`config.mk`:
```
export PLATFORM = sky130hd
export DESIGN_NAME = bullet_hit_detector
export DESIGN_NICKNAME = d
export VERILOG_FILES = /design/src/rtl/bullet_hit_detector.sv
export SDC_FILE = /design/constraint.sdc
export NUM_CORES = 1
export LEC_CHECK = 0
export CAP_MARGIN = 20
export CORE_UTILIZATION = 46
export CTS_CLUSTER_SIZE = 12
export DETAILED_ROUTE_END_ITERATION = 8
export PLACE_DENSITY = 0.77
export RECOVER_POWER = 100
export SYNTH_ARGS = -nofsm -noshare
export SYNTH_HDL_FRONTEND = slang
export SYNTH_SLANG_ARGS = --single-unit
```
`constraint.sdc`:
```
create_clock -name i_clk_36MHz -period 3.1 [get_ports i_clk_36MHz]
set_input_delay 0.775 -clock i_clk_36MHz [delete_from_list [all_inputs] [get_ports i_clk_36MHz]]
set_output_delay 0.775 -clock i_clk_36MHz [all_outputs]
set_load 0.03 [all_outputs]
```
`src/rtl/bullet_hit_detector.sv`:
```
// bullet_hit_detector
//   Sits downstream of the player bullet block. While the bullet is flying it
//   maps the bullet grid position onto the alien fleet. If an alien is there
//   and still alive, the block kills it and returns a one-cycle hit pulse to
//   the bullet block. The block also keeps the score and the number of aliens
//   left, and flags when the wave is cleared.
//
//   Grid: x 0..31, y 0..15. Alien (r,c) sits at x = fleet_x + c*pitch and
//   y = fleet_y + r. Its alive bit is o_alive[r*N_COLS + c].
//
// Ports
//   i_clk_36MHz      system clock
//   i_reset          synchronous active-high reset; overrides every other input
//   i_enable         1 = detection runs; 0 = all state holds and pulses read 0
//   i_new_wave       pulse: revive every alien (score is kept)
//   i_bullet_flying  bullet in flight, from the bullet block
//   i_bullet_x/y     bullet grid position
//   i_fleet_x/y      grid position of alien (0,0)
//   o_hit            one-cycle kill pulse, to the bullet block i_hit input
//   o_alive          alive bitmap, bit r*N_COLS + c
//   o_aliens_left    number of set bits in o_alive
//   o_score          kills, saturating at all-ones
//   o_wave_cleared   one-cycle pulse, coincident with the hit that kills the last alien
//   state_dbg        current FSM state (0 ARMED, 1 CHECK, 2 HIT, 3 WAIT_CLR)
//
// Handshake: o_hit asserts for exactly one enabled cycle per killed alien.
//   After a kill the block ignores the bullet until i_bullet_flying has been
//   seen low, so one bullet kills at most one alien.
module bullet_hit_detector #(
  parameter int N_COLS         = 8,
  parameter int N_ROWS         = 4,
  parameter int COL_PITCH_LOG2 = 1,
  parameter int SCORE_W        = 10
) (
  input  logic                       i_clk_36MHz,
  input  logic                       i_reset,
  input  logic                       i_enable,
  input  logic                       i_new_wave,
  input  logic                       i_bullet_flying,
  input  logic [4:0]                 i_bullet_x,
  input  logic [3:0]                 i_bullet_y,
  input  logic [4:0]                 i_fleet_x,
  input  logic [3:0]                 i_fleet_y,
  output logic                       o_hit,
  output logic [N_ROWS*N_COLS-1:0]   o_alive,
  output logic [5:0]                 o_aliens_left,
  output logic [SCORE_W-1:0]         o_score,
  output logic                       o_wave_cleared,
  output logic [1:0]                 state_dbg
);

  localparam int N_CELLS = N_ROWS * N_COLS;
  localparam int IDX_W   = (N_CELLS > 1) ? $clog2(N_CELLS) : 1;
  localparam logic [4:0] PITCH_MASK = 5'((1 << COL_PITCH_LOG2) - 1);

  typedef enum logic [1:0] {
    ARMED    = 2'd0,
    CHECK    = 2'd1,
    HIT      = 2'd2,
    WAIT_CLR = 2'd3
  } state_t;

  state_t               state;
  logic [IDX_W-1:0]     idx_q;
  logic [N_CELLS-1:0]   alive;
  logic [5:0]           left;
  logic [SCORE_W-1:0]   score;
  logic                 hit_q;
  logic                 wave_q;

  // Geometry. The subtractions are one bit wider than the operands, so the
  // top bit is the borrow: it is set when the bullet is left of or above the fleet.
  logic [5:0]       dx;
  logic [4:0]       dy;
  logic [4:0]       col;
  logic [3:0]       row;
  logic             cand_valid;
  logic [IDX_W-1:0] cand_idx;

  assign dx  = {1'b0, i_bullet_x} - {1'b0, i_fleet_x};
  assign dy  = {1'b0, i_bullet_y} - {1'b0, i_fleet_y};
  assign col = dx[4:0] >> COL_PITCH_LOG2;
  assign row = dy[3:0];

  // A bullet between two columns (non-zero low bits of dx) cannot hit anything.
  assign cand_valid = !dx[5] && !dy[4] &&
                      ((dx[4:0] & PITCH_MASK) == 5'd0) &&
                      (col < 5'(N_COLS)) && (row < 4'(N_ROWS));
  assign cand_idx   = IDX_W'(int'(row) * N_COLS + int'(col));

  always_ff @(posedge i_clk_36MHz) begin
    if (i_reset) begin
      state  <= ARMED;
      idx_q  <= '0;
      alive  <= '1;
      left   <= 6'(N_CELLS);
      score  <= '0;
      hit_q  <= 1'b0;
      wave_q <= 1'b0;
    end else if (i_enable) begin
      // The pulse flags drop after one enabled cycle unless the CHECK branch sets them again.
      hit_q  <= 1'b0;
      wave_q <= 1'b0;
      if (i_new_wave) begin
        // A new wave wins over a kill in the same cycle. The kill is dropped and the score does not change.
        alive <= '1;
        left  <= 6'(N_CELLS);
        state <= ARMED;
      end else begin
        case (state)
          ARMED: begin
            if (i_bullet_flying && cand_valid) begin
              idx_q <= cand_idx;
              state <= CHECK;
            end
          end
          CHECK: begin
            if (!i_bullet_flying) begin
              // The bullet ended (top of screen or another event) before it was resolved.
              state <= ARMED;
            end else if (alive[idx_q] && (left != 6'd0)) begin
              alive[idx_q] <= 1'b0;
              left         <= left - 6'd1;
              if (score != {SCORE_W{1'b1}}) score <= score + SCORE_W'(1);
              hit_q  <= 1'b1;
              wave_q <= (left == 6'd1);
              state  <= HIT;
            end else begin
              state <= ARMED;
            end
          end
          HIT: begin
            state <= WAIT_CLR;
          end
          WAIT_CLR: begin
            if (!i_bullet_flying) state <= ARMED;
          end
          default: state <= ARMED;
        endcase
      end
    end
  end

  // While the block is disabled it holds its state, and the pulses read low.
  assign o_hit          = hit_q & i_enable;
  assign o_wave_cleared = wave_q & i_enable;
  assign o_alive        = alive;
  assign o_aliens_left  = left;
  assign o_score        = score;
  assign state_dbg      = state;

endmodule

```
# Yosys cells after proc, flatten, opt, wreduce, memory -nomap -nowiden
# Cells that the tools add are included.
# word_totals
elab_cells,73
register_bits,57
output_inout_bits,52
inputBits,23
# op_classes
n_eq_ne,7
n_mux,26
add_sub_neg,5
n_reduce_logical,19
bitwise_logic,5
magnitude_cmp,4
# ops
op,count
$mux 32,4
$and 32x32->32,1
$not 32->32,1
$mux 6,4
$add 10x1->10 const B,1
$mux 1,10
$mux 2,5
$ne 10x10->1 const B,1
$pmux 2 s4,1
$reduce_and 4->1,2
$logic_and 1x1->1,7
$eq 6x1->1 const B,1
$lt 5x6->1 const B,1
$ne 3x3->1 const B,2
$reduce_and 6->1,1
$reduce_bool 2->1,3
$reduce_bool 6->1,1
$sub 5x5->6,1
$sub 6x1->6 const B,1
$add 5x4->5,1
$bmux 1 s5,1
$demux 1 s5,1
$ge 5x1->1 const B,1
$logic_not 5->1,1
other kinds (10),13

# Logic depth before layout (Yosys ltp)
# depth
depth_word,10
mapped_depth,10
depth_no_buf,10

# Worst setup path after synthesis
# OpenSTA, ideal clock, no wires.
# synth_timing
path_kind,input-to-reg
start,input i_bullet_x[0]
end,register idx_q[3]
path_slack_ps,-9
t_required_ps,2972
setup_time_ps,128
n_path_buf,0
t_arrival_ps,2981
stages,10
cell_sequence,inv_1 > ha_1 > fa_1 > nand2b_1 > a21boi_0 > a21boi_0 > o21ai_0 > a2111oi_4 > mux2i_1 > nor2_1
# synth_between
elab_chain_cells,8
elab_cells_between_ends,11
cone_classes,add/sub (2); order compare (1); reduce/logical (8)
# synth_rtl
element,line_no,text
from (decl),40,"input logic [4:0] i_bullet_x,"
$sub 5x5->6 (*),80,"assign dx = {1'b0, i_bullet_x} - {1'b0, i_fleet_x};"
branches (longest 7 deep; another with $lt 4x4->1),-,
to (signal assigned),113,idx_q <= cand_idx;
to (decl),64,logic [IDX_W-1:0] idx_q;
# Every way passes the cells marked *.
# A chain may end at the register's enable or synchronous reset.

# Worst setup path in the final report
# layout_timing
start,input i_bullet_x[0]
end,register idx_q[1]
# Same word-level chain as after synthesis.

==> impl_metrics.env <==
export IMPL_status="complete, no violations"
export IMPL_synth_area_per_cell_um2=8.48
export IMPL_relSlewSlack_pct=51.9
export IMPL_die_w_um=87.0
export IMPL_num_io_pins=75
export IMPL_antenna_found_initial=0
export IMPL_io_buffers=74
export IMPL_vdd_ir_drop_worst_v=0.000228
export IMPL_synth_compound_area_share_pct=26.0
export IMPL_via_per_inst=5.57
export IMPL_power_density_nw_per_um2=380
export IMPL_synth_edf_count=0
export IMPL_ys_warn_count=0
export IMPL_slew_violations=0
export IMPL_critical_path_class="input port to flip-flop"
export IMPL_hold_viol=0
export IMPL_gp_congestion=0.849
export IMPL_synth_xor_area_share_pct=0.790
export IMPL_clkPwrFrac_pct=46.9
export IMPL_worstSetupStartpointType="input port"
export IMPL_switchingPower_uw=387
export IMPL_fill_cells=633
export IMPL_min_period_over_period_pct=96.1
export IMPL_nets=512
export IMPL_rsz0062_at_grt="false"
export IMPL_dieArea_um2=7570
export IMPL_clkSlewWorstSetupHoldPaths_ps=60
export IMPL_dp_cells=559
export IMPL_ys_ff_latch=57
export IMPL_yosysMostFrequentCell="dfxtp_1"
export IMPL_cts_inserted_buffers=9
export IMPL_end_kind="flip-flop"
export IMPL_cts_hold_buffers_added=0
export IMPL_yosysSeqAreaShare_pct=34.3
export IMPL_finalPower_mw=1.69
export IMPL_drtPass1Iterations=4
export IMPL_fin_crit_ps=2980
export IMPL_cts_sinks=57
export IMPL_clockBufferDepth=2
export IMPL_rrSetupSlack_ps=190
export IMPL_required_ps=3320
export IMPL_n_antenna_cell=0
export IMPL_start_util_pct=48.2
export IMPL_drv_cap=0
export IMPL_cts_max_level=3
export IMPL_synthesis_nets=430
export IMPL_async_reset_ff_share_pct=0
export IMPL_combPwrFrac_pct=9.7
export IMPL_grt_total_usage_pct=23.6
export IMPL_synth_top_family_by_area="compound AO/OA/AOI/OAI gates"
export IMPL_fmax_mhz=336
export IMPL_cp_cell_sequence="clkdlybuf4s50_1 -> inv_1 -> ha_1 -> fa_2 -> nand2b_4 -> a21boi_2 -> a21boi_2 -> o21ai_2 -> a2111oi_4 -> buf_4 -> mux2i_1 -> nor2_1"
export IMPL_worst_ep_arrival_time_ps=3200
export IMPL_synth_cells=392
export IMPL_layout_cells_non_filler=575
export IMPL_grt_overflow=0
export IMPL_dr_first_iter_drc_count=202
export IMPL_wl_per_cell_um=14.7
export IMPL_hp_class="flip-flop to flip-flop"
export IMPL_setup_viol=0
export IMPL_cpMostUsedCell="a21boi_2"
export IMPL_drive_gt1_share_pct=12.3
export IMPL_p_leak_nw=1.55
export IMPL_drc=0
export IMPL_synthTopCellsByArea="dfxtp_1 (34%), a21o_1 (7.4%), o21ai_0 (6.0%)"
export IMPL_worst_path_max_fanout=7
export IMPL_synthDistinctLibCells=59
export IMPL_core_area_um2=6910
export IMPL_p_int_mw=1.30
export IMPL_synth_common_cells="dfxtp_1 (57), nor2_1 (50), o21ai_0 (40)"
export IMPL_grt_max_degree=36
export IMPL_areaGrowthSynthToFinish_pct=33.7
export IMPL_synth_top_cell_area_share_pct=34.3
export IMPL_clk_latency_ps=340
export IMPL_grt_pass1_wl_mm=14.0
export IMPL_die_h_um=87.0
export IMPL_place_hpwl_mm=6.06
export IMPL_root_buffer="clkbuf_8"
export IMPL_power_share_switching_pct=22.9
export IMPL_ant_nets=0
export IMPL_yosys_area_top_type="dfxtp_1"
export IMPL_ys_flop_type="dfxtp_1"
export IMPL_finClkSkew_ps=6.98
export IMPL_cp_slowest_cell="clkdlybuf4s50_1"
export IMPL_p_seq_share_pct=43.4
export IMPL_worstMarginPinSlew_ps=720
export IMPL_cts_tree="built"
export IMPL_syn_cell_area_um2=3330
export IMPL_yosys_area_share_adder_pct=6.09
export IMPL_synth_area_mux_share_pct=6.77
export IMPL_yosys_area_share_simple_pct=20.4
export IMPL_drt_wl_total_mm=8.46
export IMPL_dr_total_vias=3201
export IMPL_max_stage_delay_ps=450
export IMPL_grt_pass1_vias=2993
export IMPL_rows=30
## power by group through the flow
stage                     Combinational, mW  Sequential, mW  Clock, mW
after CTS                             0.162           0.734      0.799
final                                 0.165           0.734      0.792
after global routing                  0.182           0.734      0.842
after global placement                0.154           0.751          0
after floorplan                      0.0872           0.752          0
after detailed placement              0.159           0.751          0
## metal layers
layer / vias to the layer above / global-route usage [%] / part of all wire (%)
met5: - / 0 / 0
met4: 0 / 8.33 / 1.6
met3: 14 / 5.21 / 5.1
met2: 95 / 37.2 / 47
met1: 1512 / 31.9 / 46
li1: 1580 / - / -
## path summary, 6_finish.rpt
check	start	to	depth (start not counted)
worst max-delay path	i_bullet_x[0]	idx_q[1]	12
worst min-delay path	wave_q	wave_q	2
worst max register to register	idx_q[2]	o_alive[30]	8
worst min register to register	wave_q	wave_q	2
## flip-flops by register name, summed over array words and instances (netlist names)
register	flops
state_dbg	2
hit_q	1
o_score	10
o_aliens_left	6
idx_q	5
o_alive	32
wave_q	1
## layout by cell type (no fill, tap or decap), types with 5 or more instances in the layout
cell type and count:
and2_1 5, or3_1 7, nand3b_1 5, clkdlybuf4s50_1 22, nand4_1 5, nand2_1 19, a21oi_1 11, clkbuf_8 11
inv_1 19, ha_1 13, nor2b_1 6, dlygate4sd3_1 50, nor2_1 50, nand3_1 10, buf_4 17, dfxtp_1 57
and3_1 7, o21ai_0 38, mux4_2 6, a21o_1 33, mux2i_1 9
## worst max-delay path: cells and delay by family
kind / cells / cell delay [ps]
AO/OA/AOI/OAI: 4 / 790
adder cells (fa/ha/maj): 2 / 560
buffers and inverters: 3 / 700
multiplexers: 1 / 190
AND/OR/NAND/NOR: 2 / 200
## what timing repair did
action                                  in CTS  in global routing
resized for setup                            4                  5
endpoints found under the setup margin       5                  5
buffers inserted                             0                  0
pin swaps                                    0                  2
hold endpoints to repair                     0                  0
## stage by stage
| stage | instance area (um^2) | setup slack, ps | util, % | TNS, ps | hold slack (ps) |
|---|---|---|---|---|---|
| 2_1_floorplan | 3330 | 35.7 | - | 0 | 427 |
| 3_3_place_gp | 4220 | -371 | 61.2 | -1970 | 441 |
| 3_5_place_dp | 4220 | -453 | 61.2 | -2440 | 455 |
| 4_1_cts | 4460 | 29.7 | 64.5 | 0 | 466 |
| 5_1_grt | 4450 | 4.66 | 64.4 | 0 | 483 |
| 6_report | 4450 | 121 | 64.4 | 0 | 464 |
## cell type report
type	instances	area (um^2)	area share, %
Tap cell	96	120	2.70
Clock buffer	11	151	3.41
Inverter	21	78.8	1.77
Multi-Input combinational cell	291	2010	45.1
Sequential cell	57	1140	25.7
Timing Repair Buffer	94	870	19.6
Clock inverter	5	77.6	1.75
## kinds of logic (layout without fill, tap and decap cells)
kind of cell               Yosys count  after routing
muxes                               15             15
adders and majority gates           15             15
DFF                                 57             57
xor gates and xnor gates             3              3
and+or+nand+nor                    135            135
buffers and inverters               44            131
AOI/OAI and AO/OA                  123            123
Power figures use the tool's default switching activity.
==> RTL edit 1: new RTL, config.mk and constraints unchanged <==
`N_ROWS`: 4 -> 8.
--- a/src/rtl/bullet_hit_detector.sv
+++ b/src/rtl/bullet_hit_detector.sv
@@ -28,7 +28,7 @@
 //   seen low, so one bullet kills at most one alien.
 module bullet_hit_detector #(
   parameter int N_COLS         = 8,
-  parameter int N_ROWS         = 4,
+  parameter int N_ROWS         = 8,
   parameter int COL_PITCH_LOG2 = 1,
   parameter int SCORE_W        = 10
 ) (
Interface: changed (resized o_alive); port bits go from 75 to 107. No check against the original RTL was run, so the function may have changed too.
==> RTL edit 1 against the unedited design <==
- design area increased by 36%
- combinational power increased by 45%
- final cell count increased by 32%
- worst setup slack got worse by 17 ps
- clock power increased by 6.6%
- utilization about the same
- die area increased by 34%
- wire length increased by 49%
- global-route usage increased by 2.1 points
- sequential cell count increased by 33
- critical endpoint is now idx_q[5]$_SDFFE_PP0P_
- area after synthesis increased by 35%
- total power increased by 33%
==> RTL edit 1: results (changes against the unedited design) <==
| Metric | Value |
|---|---|
| Status | `finished, final reports clean` |
| Placed inst area | `5790 um^2 (+37%)` |
| PortBufs | `106 (+43%)` |
| Vias in the first global route | `4,151 (+39%)` |
| Share of post-route cells with drive strength above 1 | `0.127 (+0.00422)` |
| Dpl cells | `739 (+32%)` |
| Compound-Gate Fraction of Synth Area | `0.204 (-0.0556)` |
| Nets | `662 (+29%)` |
| Post-synthesis mux area share | `0.0879 (+0.0202)` |
| Met1 wire length | `5.45 mm (+40%)` |
| Met3 GRT Util | `0.0465 (-0.00567)` |
| Synth Area in Adders | `0.0478 (-0.0131)` |
| CP peak stage delay | `540 ps (+90 ps)` |
| Clock slew at reported path FFs | `100 ps (+40 ps)` |
| Via/cell ratio | `5.75 (+3.3%)` |
| TritonRoute pass-1 iters | `5 (+1)` |
| Gr usage total | `0.258 (+0.0214)` |
| Filler cells | `793 (+25%)` |
| Largest cells by area after synthesis | `dfxtp_1 (40%), a31oi_1 (7.8%), nor2_1 (6.5%)` |
| Routed wire length | `12.6 mm (+49%)` |
| Clock buf/inv share | `0.0342 (-0.0173)` |
| Finished Core Util | `0.644 (about the same)` |
| Flops & latches, synth | `90 (+58%)` |
| Synthesized area per cell | `8.86 um^2 (+4.4%)` |
| Setup Buffers After CTS | `1 (+1)` |
| Routed wl met2 | `6.03 mm (+51%)` |
| Starting DRT DRC Count | `378 (+87%)` |
| Non-clk invs | `22 (+4.8%)` |
| NonClk Buf Share | `0.220 (+0.0247)` |
| Largest register FFs | `64 (+100%)` |
| Register area | `1800 um^2 (+58%)` |
| Max_slew headroom | `0.539 (+0.0199)` |
| Synth Area in XOR/XNOR | `0.00973 (+0.00183)` |
| WL per Instance | `16.6 um (+13%)` |
| Fraction of area in multi-input gates | `0.406 (-0.0452)` |
| Dpl ws | `-535 ps (-81.7 ps)` |
| Final GP Congestion | `0.847 (-0.21%)` |
| Slowest-stage cell, CP | `or4b_4` |
| M2 GR Usage | `0.423 (+0.0510)` |
| Worst Skew | `11.2 ps (+4.19 ps)` |
| Repair and plain buffers | `140 (+49%)` |
| Sequential fraction of the synthesis area | `0.400 (+0.0573)` |
==> RTL edit 1: changes by cell type after synthesis, sizes merged, moves of 13 or more <==
cell   before  now
a21o       33    2
o21ai      43   16
buf         9   22
dfxtp      57   90
a31oi       5   56
nor2       50   78
==> RTL edit 1: where the power goes <==
group          total, uW  internal, uW  switching [uW]
Clock                844           387             457
Sequential          1160          1160            5.76
Combinational        240           110             130
==> RTL edit 1: path summary, 6_finish.rpt <==
kind | from | end | slack, ps | depth (start not counted)
max | i_bullet_x[1] | idx_q[5]$_SDFFE_PP0P_ | 100 | 10
min reg2reg | wave_q$_SDFFE_PP0P_ | wave_q$_SDFFE_PP0P_ | 480 | 2
max reg2reg | idx_q[1]$_SDFFE_PP0P_ | o_alive[19]$_SDFFE_PP1P_ | 240 | 9
min | wave_q$_SDFFE_PP0P_ | wave_q$_SDFFE_PP0P_ | 480 | 2
==> RTL edit 2: new RTL, same settings <==
Without the edit above. Register the output `o_wave_cleared`; this adds one clock of latency there. The other outputs are not delayed to match. Comments in the files are not updated.
--- a/src/rtl/bullet_hit_detector.sv
+++ b/src/rtl/bullet_hit_detector.sv
@@ -143,7 +143,9 @@
 
   // While the block is disabled it holds its state, and the pulses read low.
   assign o_hit          = hit_q & i_enable;
-  assign o_wave_cleared = wave_q & i_enable;
+  always_ff @(posedge i_clk_36MHz) begin
+    o_wave_cleared <= wave_q & i_enable;
+  end
   assign o_alive        = alive;
   assign o_aliens_left  = left;
   assign o_score        = score;
Formal check against the unedited RTL: same outputs for any inputs over 4 cycles, from zero or initial values and one cycle with i_reset high; that may be too few to reach the edited logic, so the function may still have changed.
==> RTL edit 2 against the unedited design <==
- via count is 2.5% higher
- worst setup slack better by 5.4 ps
- wire length is 2.6% higher
- design area is 2.5% higher
- sequential cell count is 1 higher
- total power is 12% higher
- area after synthesis is 0.60% higher
- register-to-register slack better by 20 ps
- critical path type unchanged
- largest cell class unchanged
==> RTL edit 2: results (changes against the unedited design) <==
| Metric | Value |
|---|---|
| Status | `finished, final reports clean` |
| Net Sw Power | `386 uW (-0.23%)` |
| Distinct cell type count after synthesis | `59 (unchanged)` |
| Switching Share | `0.204 (-0.0249)` |
| CP Max Fanout | `7 (unchanged)` |
| CP peak stage delay | `450 ps (about the same)` |
| Synth warn | `0 (unchanged)` |
| Hold Crit Class | `reg2reg` |
| Crit-path leading delay family | `compound AO/OA/AOI/OAI gates` |
| TritonRoute pass-1 iters | `5 (+1)` |
| Resize count post-CTS | `3 (-1)` |
| Placed inst area | `4270 um^2 (+1.2%)` |
| Largest net degree at the start of global routing | `35 (-2.8%)` |
| Syn nets | `431 (+0.23%)` |
| Hpwl dp | `6.06 mm (+0.11%)` |
| Clock root cell | `clkbuf_8` |
| Gate power share | `0.087 (-0.010)` |
| Dpl ws | `-422 ps (+31.6 ps)` |
| N_diodes | `0 (unchanged)` |
| CTS max path bufs | `2 (unchanged)` |
| Setup Buffers After CTS | `0 (unchanged)` |
| Initial antenna violation count | `0 (unchanged)` |
| Share of post-route cells with drive strength above 1 | `0.122 (-0.00102)` |
| Synthesized area per cell | `8.51 um^2 (+0.35%)` |
| Later-pin clock latency in the skew report | `340 ps (about the same)` |
| Final GP Congestion | `0.826 (-2.7%)` |
| IR drop worst, VDD | `0.240 mV (+5.1%)` |
| Slowest-stage cell, CP | `clkdlybuf4s50_1` |
| Vias in the first global route | `2,882 (-3.7%)` |
| Largest register FFs | `32 (unchanged)` |
| Routed wire length | `8.68 mm (+2.6%)` |
| H-tree depth | `3 (unchanged)` |
| Worst-Margin Slew | `558 ps (-162 ps)` |
| Clock slew at reported path FFs | `60 ps (about the same)` |
| Filler cells | `590 (-6.8%)` |
| WL per Instance | `15.0 um (+1.9%)` |
| Leakage power figure | `0.00161 uW (+3.5%)` |
| # setup viols final | `0 (unchanged)` |
| Largest cells by area after synthesis | `dfxtp_1 (35%), a21o_1 (7.4%), o21ai_0 (6.0%)` |
| Nets | `516 (+0.78%)` |
| Via Count | `3,282 (+2.5%)` |
| PortBufs | `74 (unchanged)` |
| Sequential fraction of the synthesis area | `0.347 (+0.00393)` |
| Dpl cells | `562 (+0.54%)` |
| Cell area power density | `416 nW/um^2 (+9.2%)` |
| Gr usage total | `0.237 (+0.000749)` |
| Worst EP arrival | `3190 ps (about the same)` |
| Worst Skew | `6.76 ps (-0.216 ps)` |
| Global-route wire length before repair | `14.0 mm (+0.49%)` |
| Ys async rst share | `0 (unchanged)` |
| Setup_tns | `0 ps (unchanged)` |
| Post-synth top cells | `dfxtp_1 (58), nor2_1 (50), o21ai_0 (40)` |
| Synth Flop Type | `dfxtp_1` |
| Starting DRT DRC Count | `225 (+11%)` |
| Total CTS buffers | `9 (unchanged)` |
| Final ANT Viol Nets | `0 (unchanged)` |
| Sequential cell power | `747 uW (+2%)` |
RTL edit 2: cell count changes after synthesis, sizes merged:
cell   before  now
dfxtp      57   58
RTL edit 2: final timing paths:
check / startpoint / end / slack [ps] / cells past startpoint
worst max-delay path: i_bullet_x[0] / idx_q[3]$_SDFFE_PP0P_ / 130 / 12
worst min-delay path: wave_q$_SDFFE_PP0P_ / wave_q$_SDFFE_PP0P_ / 460 / 2
worst max register to register: idx_q[3]$_SDFFE_PP0P_ / o_aliens_left[3]$_SDFFE_PP0P_ / 210 / 8
worst min register to register: wave_q$_SDFFE_PP0P_ / wave_q$_SDFFE_PP0P_ / 460 / 2
RTL edit 2: logic make-up after synthesis:
logic type / after synthesis / share of synthesized area
buffers and inverters: 44 / 0.0557
XOR/XNOR: 3 / 0.00785
adder cells (fa/ha/maj): 15 / 0.0606
AND/OR/NAND/NOR: 135 / 0.203
multiplexers: 15 / 0.0673
AO/OA/AOI/OAI: 123 / 0.258
flip-flops: 58 / 0.347
RTL edit 2: cell type report:
| cell class | count | area share |
|---|---|---|
| well taps | 96 | 0.0264 |
| multi-input cells | 291 | 0.439 |
| clock inverters | 4 | 0.0264 |
| flip-flops and latches | 58 | 0.255 |
| repair buffers | 97 | 0.199 |
| inverters | 21 | 0.0173 |
| clock buffers | 12 | 0.0363 |
RTL edit 2: tightest hold or removal path, delay by kind of cell, from the launching register on:
family	cells	cell delay [ps]
compound gates	1	50
flops	1	310
simple gates	1	50
RTL edit 2: metal layers:
| metal | track usage | vias to the layer above | part of all wire |
|---|---|---|---|
| met1 | 0.323 | 1535 | 0.45 |
| met5 | 0 | - | 0 |
| met2 | 0.367 | 139 | 0.47 |
| li1 | - | 1593 | - |
| met3 | 0.0578 | 15 | 0.065 |
| met4 | 0.0790 | 0 | 0.018 |
